**src/rtl/seq_mult.sv**
```systemverilog
// seq_mult: sequential shift-add multiplier, signed or unsigned per operation.
// One W-bit add per clock over W clocks; start/busy/done handshake.
//
// state | meaning
// IDLE  | waiting for start; operands captured when start is seen
// RUN   | one add/shift iteration per clock, W iterations in total
// FIN   | sign-correct the accumulator into p, pulse done
module seq_mult #(
    parameter int W = 8
) (
    input  logic           clk,
    input  logic           rst_n,
    input  logic           start,
    input  logic           is_signed,
    input  logic [W-1:0]   a,
    input  logic [W-1:0]   b,
    output logic           busy,
    output logic           done,
    output logic [2*W-1:0] p
);

    localparam int CW = (W > 1) ? $clog2(W) : 1;

    typedef enum logic [1:0] {
        IDLE = 2'd0,
        RUN  = 2'd1,
        FIN  = 2'd2
    } state_t;

    state_t          state;
    state_t          state_nx;
    logic [W-1:0]    ma;
    logic [W-1:0]    mb;
    logic            neg;
    logic [2*W-1:0]  acc;
    logic [CW-1:0]   cnt;
    logic [W-1:0]    a_mag;
    logic [W-1:0]    b_mag;
    logic [W:0]      sum;
    logic            last_iter;

    assign last_iter = (cnt == CW'(W - 1));

    // Operand magnitudes; -2^(W-1) negates to 2^(W-1), which still fits W bits unsigned.
    always_comb begin
        a_mag = a;
        b_mag = b;
        if (is_signed && a[W-1]) a_mag = -a;
        if (is_signed && b[W-1]) b_mag = -b;
    end

    // Partial sum: upper half of the accumulator plus ma when the current multiplier bit is set.
    always_comb begin
        sum = {1'b0, acc[2*W-1:W]};
        if (mb[0]) sum = {1'b0, acc[2*W-1:W]} + {1'b0, ma};
    end

    // State register.
    always_ff @(posedge clk or negedge rst_n) begin
        if (!rst_n) state <= IDLE;
        else        state <= state_nx;
    end

    // Next-state logic.
    always_comb begin
        state_nx = state;
        case (state)
            IDLE:    if (start) state_nx = RUN;
            RUN:     if (last_iter) state_nx = FIN;
            FIN:     state_nx = IDLE;
            default: state_nx = IDLE;
        endcase
    end

    // Datapath and registered outputs; start outside IDLE is simply not looked at.
    always_ff @(posedge clk or negedge rst_n) begin
        if (!rst_n) begin
            ma   <= '0;
            mb   <= '0;
            neg  <= 1'b0;
            acc  <= '0;
            cnt  <= '0;
            busy <= 1'b0;
            done <= 1'b0;
            p    <= '0;
        end else begin
            done <= 1'b0;
            case (state)
                IDLE: begin
                    if (start) begin
                        ma   <= a_mag;
                        mb   <= b_mag;
                        neg  <= is_signed & (a[W-1] ^ b[W-1]);
                        acc  <= '0;
                        cnt  <= '0;
                        busy <= 1'b1;
                    end
                end
                RUN: begin
                    // The carry out of the add lands in bit 2W-1 after the shift.
                    acc <= {sum, acc[W-1:1]};
                    mb  <= mb >> 1;
                    cnt <= cnt + 1'b1;
                end
                FIN: begin
                    p    <= neg ? -acc : acc;
                    done <= 1'b1;
                    busy <= 1'b0;
                end
                default: begin
                    busy <= 1'b0;
                end
            endcase
        end
    end

endmodule

```
**config.mk**
```make
export PLATFORM = sky130hd
export DESIGN_NAME = seq_mult
export DESIGN_NICKNAME = d
export VERILOG_FILES = /design/src/rtl/seq_mult.sv
export SDC_FILE = /design/constraint.sdc
export NUM_CORES = 1
export LEC_CHECK = 0
export CORE_AREA = 2 2 58 100
export DETAILED_ROUTE_END_ITERATION = 8
export DIE_AREA = 0 0 60 102
export HOLD_SLACK_MARGIN = 0.1
export PLACE_DENSITY = 0.9
export SYNTH_ARGS = -nofsm -noshare
export SYNTH_HDL_FRONTEND = slang
export SYNTH_SLANG_ARGS = --single-unit
```
**constraint.sdc**
```tcl
create_clock -name clk -period 3.8 [get_ports clk]
set_input_delay 0.76 -clock clk [delete_from_list [all_inputs] [get_ports clk]]
set_output_delay 0.76 -clock clk [all_outputs]
set_load 0.01 [all_outputs]
```
==> impl_metrics.yaml, run 1 <==
clock_tree:
  cts_root_buf: "clkbuf_8"
  clock_sinks: 56
  cts_resized: 0
  cts_max_level: 2
  hold_buffers: 0
  cts_tree: "yes"
  clkTransAtPathRegs_ps: 100
  postCtsSetupBuffers: 0
  numCtsBuffers: 5
  clk_latency_ps: 310
  clockBufferDepth: 2
logic_synthesis:
  netlist_instances: 324
  yosysSeqAreaShare_pct: 45.5
  yosysUniqueCellTypes: 40
  synth_fp_nets: 358
  syn_area_per_cell_um2: 9.50
  syn_area_um2: 3080
  yosys_warnings: 0
  synth_seq_cells: 56
timing:
  fmax_mhz: 423
  fin_skew_ps: 5.95
  setup_viol: 0
  max_slew.worst_pin.slew_ps: 828
  fin_crit_ps: 2370
  rsz0062_at_grt: "false"
  slew_headroom_pct: 44.7
  fin_tns_setup_ps: 0
  period_share_pct: 62.3
  final_max_slew_viol_count: 0
  finalHoldViolations: 0
worst_setup_path:
  critPathBufInv: 0
  cp.required_ps: 4060
  crit_type: "flop to flop"
  cp-end-kind: "flop"
  crit_chain: "ha_1 > fa_1 > a211oi_1 > o21bai_1 > a21o_1 > or3_1 > nand3_1"
  cp_max_fo: 6
  cp_top_family: "adder cells"
  critical_path.slowest_cell: "dfrtp_1"
  cp-start-kind: "flop"
  slowest_delay_ps: 500
  arrival_ps: 2620
route:
  totalWireLength_mm: 6.44
  drcViolationCount: 0
  dr.first_iter.drc_count: 88
  drtPass1Iterations: 4
  viasPerCell: 5.92
  vias: 2562
  ant_nets: 0
  wl_per_cell_um: 14.9
cells_and_area:
  num_antenna_cells: 0
  fin_util_pct: 68.5
  layout-drive-gt1-share_pct: 5.85
  nFillCells: 399
  layout_common_cells: "56 x dfrtp_1, 47 x nand2_1, 36 x o21ai_0, 36 x clkdlybuf4s50_1, 19 x a21oi_1"
  nets: 392
  area_growth_pct: 17.9
  mostFrequentLayoutCell: "dfrtp_1"
  postLayoutCellArea_um2: 3630
run:
  maxCapViolCount: 0
power_and_ir_drop:
  ir_drop_uv: 367
  p_leak_nw: 1.62
  powerDensity_nw_per_um2: 786
global_routing:
  track_usage_pct: 24.5
  antenna_found_initial: 0
  grt_overflow: 0
  grt_pass1_wl_mm: 11.5
  grt_max_degree: 34
  grt_pass1_vias: 2578
outcome:
  status: "completed"
place:
  portBuffers: 37
  dp_hpwl_mm: 4.84
  gp_congestion: 0.905
  placed_cell_area_um2: 3510
floorplan:
  die_w_um: 60
  rows: 35
  dieHeight_um: 102
  core_area_um2: 5300
  initial_core_util_pct: 58.1
  boundaryPins: 38
  die_area_um2: 6120
min_path:
  min_path_type: "input port to asynchronous set/reset pin"
[area by class of cell]
| cell class | instances | area [um^2] | area share, % |
|---|---|---|---|
| well taps | 74 | 92.6 | 2.55 |
| clock buffers | 6 | 82.6 | 2.28 |
| clock inverters | 2 | 38.8 | 1.07 |
| inverters | 13 | 48.8 | 1.34 |
| flip-flops and latches | 56 | 1400 | 38.6 |
| repair buffers | 40 | 388 | 10.7 |
| multi-input cells | 242 | 1580 | 43.5 |
[through the flow]
stage	hold WS [ps]	total power, W	worst slack, ps	std cells
after CTS	491	0.00284	1490	433
after global routing	524	0.00308	1370	433
after detailed placement	469	0.00243	1300	425
final	477	0.00285	1430	433
after floorplan	456	0.00200	1740	324
after global placement	460	0.00234	1500	425
[synthesized netlist by cell type, drive strengths merged]
cell type,instances,area (um^2)
buf,2,10.0
nor2,16,60.1
a21oi,19,95.1
nand3b,1,7.51
nor3,8,40.0
o22ai,14,87.6
a22oi,3,22.5
inv,13,48.8
nand4b,2,17.5
or3,2,12.5
ha,13,163
a211oi,4,30.0
a21boi,1,7.51
a41oi,1,8.76
o31ai,5,52.6
clkbuf,11,41.3
o41ai,1,16.3
and3,2,12.5
a21o,4,30.0
nand2,47,176
a22o,6,52.6
nand3,4,20.0
nor4,4,55.1
o21ai,39,195
xnor2,11,96.3
nand4,1,12.5
a32o,1,10.0
mux2i,5,50.1
o21bai,3,26.3
dfrtp,56,1400
fa,1,20.0
nand2b,2,12.5
a31oi,2,12.5
xor2,18,158
a32oi,2,17.5
[worst paths after layout]
check                      startpoint       to  slack, ps  cells after the start
max in group asynchronous       rst_n    mb[0]       2540                      2
max reg2reg                    acc[8]  acc[13]       1430                      7
max                            acc[8]  acc[13]       1430                      7
min reg2reg                      p[7]     p[7]        480                      2
min                             rst_n     p[3]        480                      1
min in group clk                 p[7]     p[7]        480                      2
[routing by layer]
metal / part of all wire (%) / global-route usage (%)
met1: 37 / 27.1
met2: 56 / 44.2
met3: 3.9 / 3.16
met4: 2.4 / 12.1
met5: 0 / 0
[flip-flops by register name, indices dropped and copies added (netlist names)]
register	cells
acc	16
busy	1
cnt	3
done	1
ma	8
mb	8
neg	1
p	16
state	2
[kinds of logic (layout without fill, tap and decap cells)]
| family | Yosys count | count (layout) | share of synthesized area [%] |
|---|---|---|---|
| AND/OR/NAND/NOR | 89 | 89 | 13.9 |
| multiplexers | 5 | 5 | 1.63 |
| adder cells (fa/ha/maj) | 14 | 14 | 5.93 |
| XOR/XNOR | 29 | 29 | 8.25 |
| buffers and inverters | 26 | 61 | 3.25 |
| AO/OA/AOI/OAI | 105 | 105 | 21.6 |
| flip-flops | 56 | 56 | 45.5 |
[power by group]
group	leakage, nW	internal [W]	switching, W
Clock	0.0614	0.000216	0.000197
Sequential	0.718	0.000839	0.000293
Combinational	0.843	0.000623	0.000683
Total	1.62	0.00168	0.00117
No activity file was read; power rests on OpenSTA's default activity.
==> run 2: changes to the inputs <==
- CORE_AREA: 2 2 58 100 -> 2 2 60 104
- DIE_AREA: 0 0 60 102 -> 0 0 62 106
- PLACE_DENSITY: 0.9 -> 0.84
- clock period: 3.8 -> 2.5 ns (I/O delays scaled with it)
==> run 2 against run 1 <==
  * Clock skew rose by 6.8 ps
  * Sequential cell count unchanged
  * Clock power up 22%
  * Count of clock-buffer cells in the layout shrank 1
  * Wire length decreased by 4.9%
  * Critical path depth did not move
  * Maximum frequency rose by 6.1%
  * First-iteration DRC count down 28%
  * Power increased by 46%
  * Register-to-register slack lost 1200 ps
  * Worst hold slack got worse by 340 ps
  * Largest cell class unchanged
==> impl_metrics.yaml, run 2 (synthesis results as in run 1) <==
cells_and_area:
  largestRegisters: "acc x16, p x16"
  num_antenna_cells: 0
  nets: 392
  mostFrequentLayoutCell: "dfrtp_1"
  fin_util_pct: 62.5
  final_cells: 437
  layout-drive-gt1-share_pct: 5.85
  nFillCells: 496
  layout_common_cells: "56 x dfrtp_1, 47 x nand2_1, 36 x o21ai_0, 36 x clkdlybuf4s50_1, 19 x a21oi_1"
  area_growth_pct: 17.4
global_routing:
  antenna_found_initial: 0
  grt_pass1_vias: 2407
  grt_max_degree: 34
  grt_overflow: 0
  grt_pass1_wl_mm: 10.4
  track_usage_pct: 20.6
timing:
  setup_viol: 0
  max_slew.worst_pin.slew_ps: 859
  final_max_slew_viol_count: 0
  slew_headroom_pct: 42.6
  fin_crit_ps: 2230
  rsz0062_at_grt: "false"
  fmax_mhz: 448
  fin_skew_ps: 12.8
  period_share_pct: 89.2
  finalHoldViolations: 0
  fin_tns_setup_ps: 0
  fin_ws_ps: 270
  fin_hold_ws_ps: 141
clock_tree:
  hold_buffers: 0
  cts_root_buf: "clkbuf_8"
  cts_resized: 0
  cts_max_level: 2
  clk_latency_ps: 320
  clkTransAtPathRegs_ps: 100
  numCtsBuffers: 5
  cts_tree: "yes"
  clock_sinks: 56
  postCtsSetupBuffers: 0
  clockBufferDepth: 2
worst_setup_path:
  cp-end-kind: "flop"
  cp-start-kind: "flop"
  crit_chain: "ha_1 > fa_1 > a211oi_1 > o21bai_1 > a21o_1 > or3_1 > nand3_1"
  critical_path.slowest_cell: "dfrtp_1"
  crit_type: "flop to flop"
  cp.required_ps: 2760
  arrival_ps: 2490
  rrSetupSlack_ps: 270
  cp_max_fo: 6
  reg2reg_depth: 7
  worstReg2RegEnd: "acc[13]"
  slowest_delay_ps: 500
  worstReg2RegStart: "acc[8]"
place:
  dp_hpwl_mm: 4.86
  dp_cells: 429
  pre_cts_ws_ps: 295
  portBuffers: 37
  gp_congestion: 0.869
power_and_ir_drop:
  p_comb_share_pct: 47.0
  p_sw_w: 0.00174
  powerDensity_nw_per_um2: 1150
  intPower_w: 0.00242
  ir_drop_uv: 524
  seq_power_share_pct: 40.9
  swShare_pct: 41.8
  p_leak_nw: 1.61
  power_frac_clock_pct: 12.1
route:
  ant_nets: 0
  viasPerCell: 5.66
  totalWireLength_mm: 6.12
  wl_per_cell_um: 14.0
  drcViolationCount: 0
  vias: 2473
  dr.first_iter.drc_count: 63
  drtPass1Iterations: 4
floorplan:
  rows: 37
  die_w_um: 62
  dieHeight_um: 106
  boundaryPins: 38
  initial_core_util_pct: 53.2
  core_area_um2: 5790
  die_area_um2: 6570
min_path:
  min_path_type: "input port to asynchronous set/reset pin"
outcome:
  status: "completed"
run:
  maxCapViolCount: 0
-- run 2: changes by cell type in the layout (fill, tap and decap cells not counted), sizes merged --
cell,delta
clkbuf,-1
inv,+1
bufinv,-1
clkinvlp,+1
-- run 2: critical path: cells and delay by family, from the launching register on --
kind            cells  cell delay (ps)
simple gates        2              430
fa+ha+maj           2              710
flops               1              500
compound gates      3              540
-- run 2: metrics by stage --
step                      power, W  cell area (um^2)
final                      0.00416              3620
after global routing       0.00452              3620
after CTS                  0.00418              3620
after detailed placement   0.00369              3530
after global placement     0.00357              3530
after floorplan            0.00304              3080
-- run 2: routing by layer --
metal | share of wire [%] | global-route usage (%) | wire (um) | up-vias
li1 | - | - | - | 1227
met1 | 39 | 22.5 | 2360 | 1188
met2 | 57 | 37.6 | 3490 | 49
met3 | 2.5 | 2.31 | 150 | 9
met4 | 1.9 | 8.51 | 117 | 0
met5 | 0 | 0 | 0 | -
-- run 2: power groups by stage --
stage / Clock, W / Sequential, W / Combinational (W)
after floorplan: 0 / 0.00162 / 0.00143
after global routing: 0.000542 / 0.00177 / 0.00221
after global placement: 0 / 0.00170 / 0.00188
after detailed placement: 0 / 0.00172 / 0.00197
final: 0.000504 / 0.00170 / 0.00196
after CTS: 0.000509 / 0.00170 / 0.00197
-- run 2: worst max path at each step --
stage,from,end,slack [ps],cells after the start
detailed placement,acc[8],acc[13],290,7
global placement,acc[8],acc[13],330,7
CTS,acc[8],acc[13],270,7
floorplan,acc[8],acc[13],440,7
global route,acc[8],acc[13],190,7
finish,acc[8],acc[13],270,7
-- run 2: cell type report --
class / count / area [um^2] / share of cell area [%]
multi-input combinational: 242 / 1580 / 43.6
sequential: 56 / 1400 / 38.8
timing repair buffer: 40 / 400 / 11.1
tap: 78 / 97.6 / 2.70
clock buffer: 5 / 68.8 / 1.90
inverter: 13 / 48.8 / 1.35
clock inverter: 3 / 21.3 / 0.588
==> run 3: changes to the inputs <==
- ABC_CLOCK_PERIOD_IN_PS: unset -> 2500
- SLEW_MARGIN: unset -> 30
==> results of run 3 <==
Final layout, timing and power as in run 2 (identical DEF).
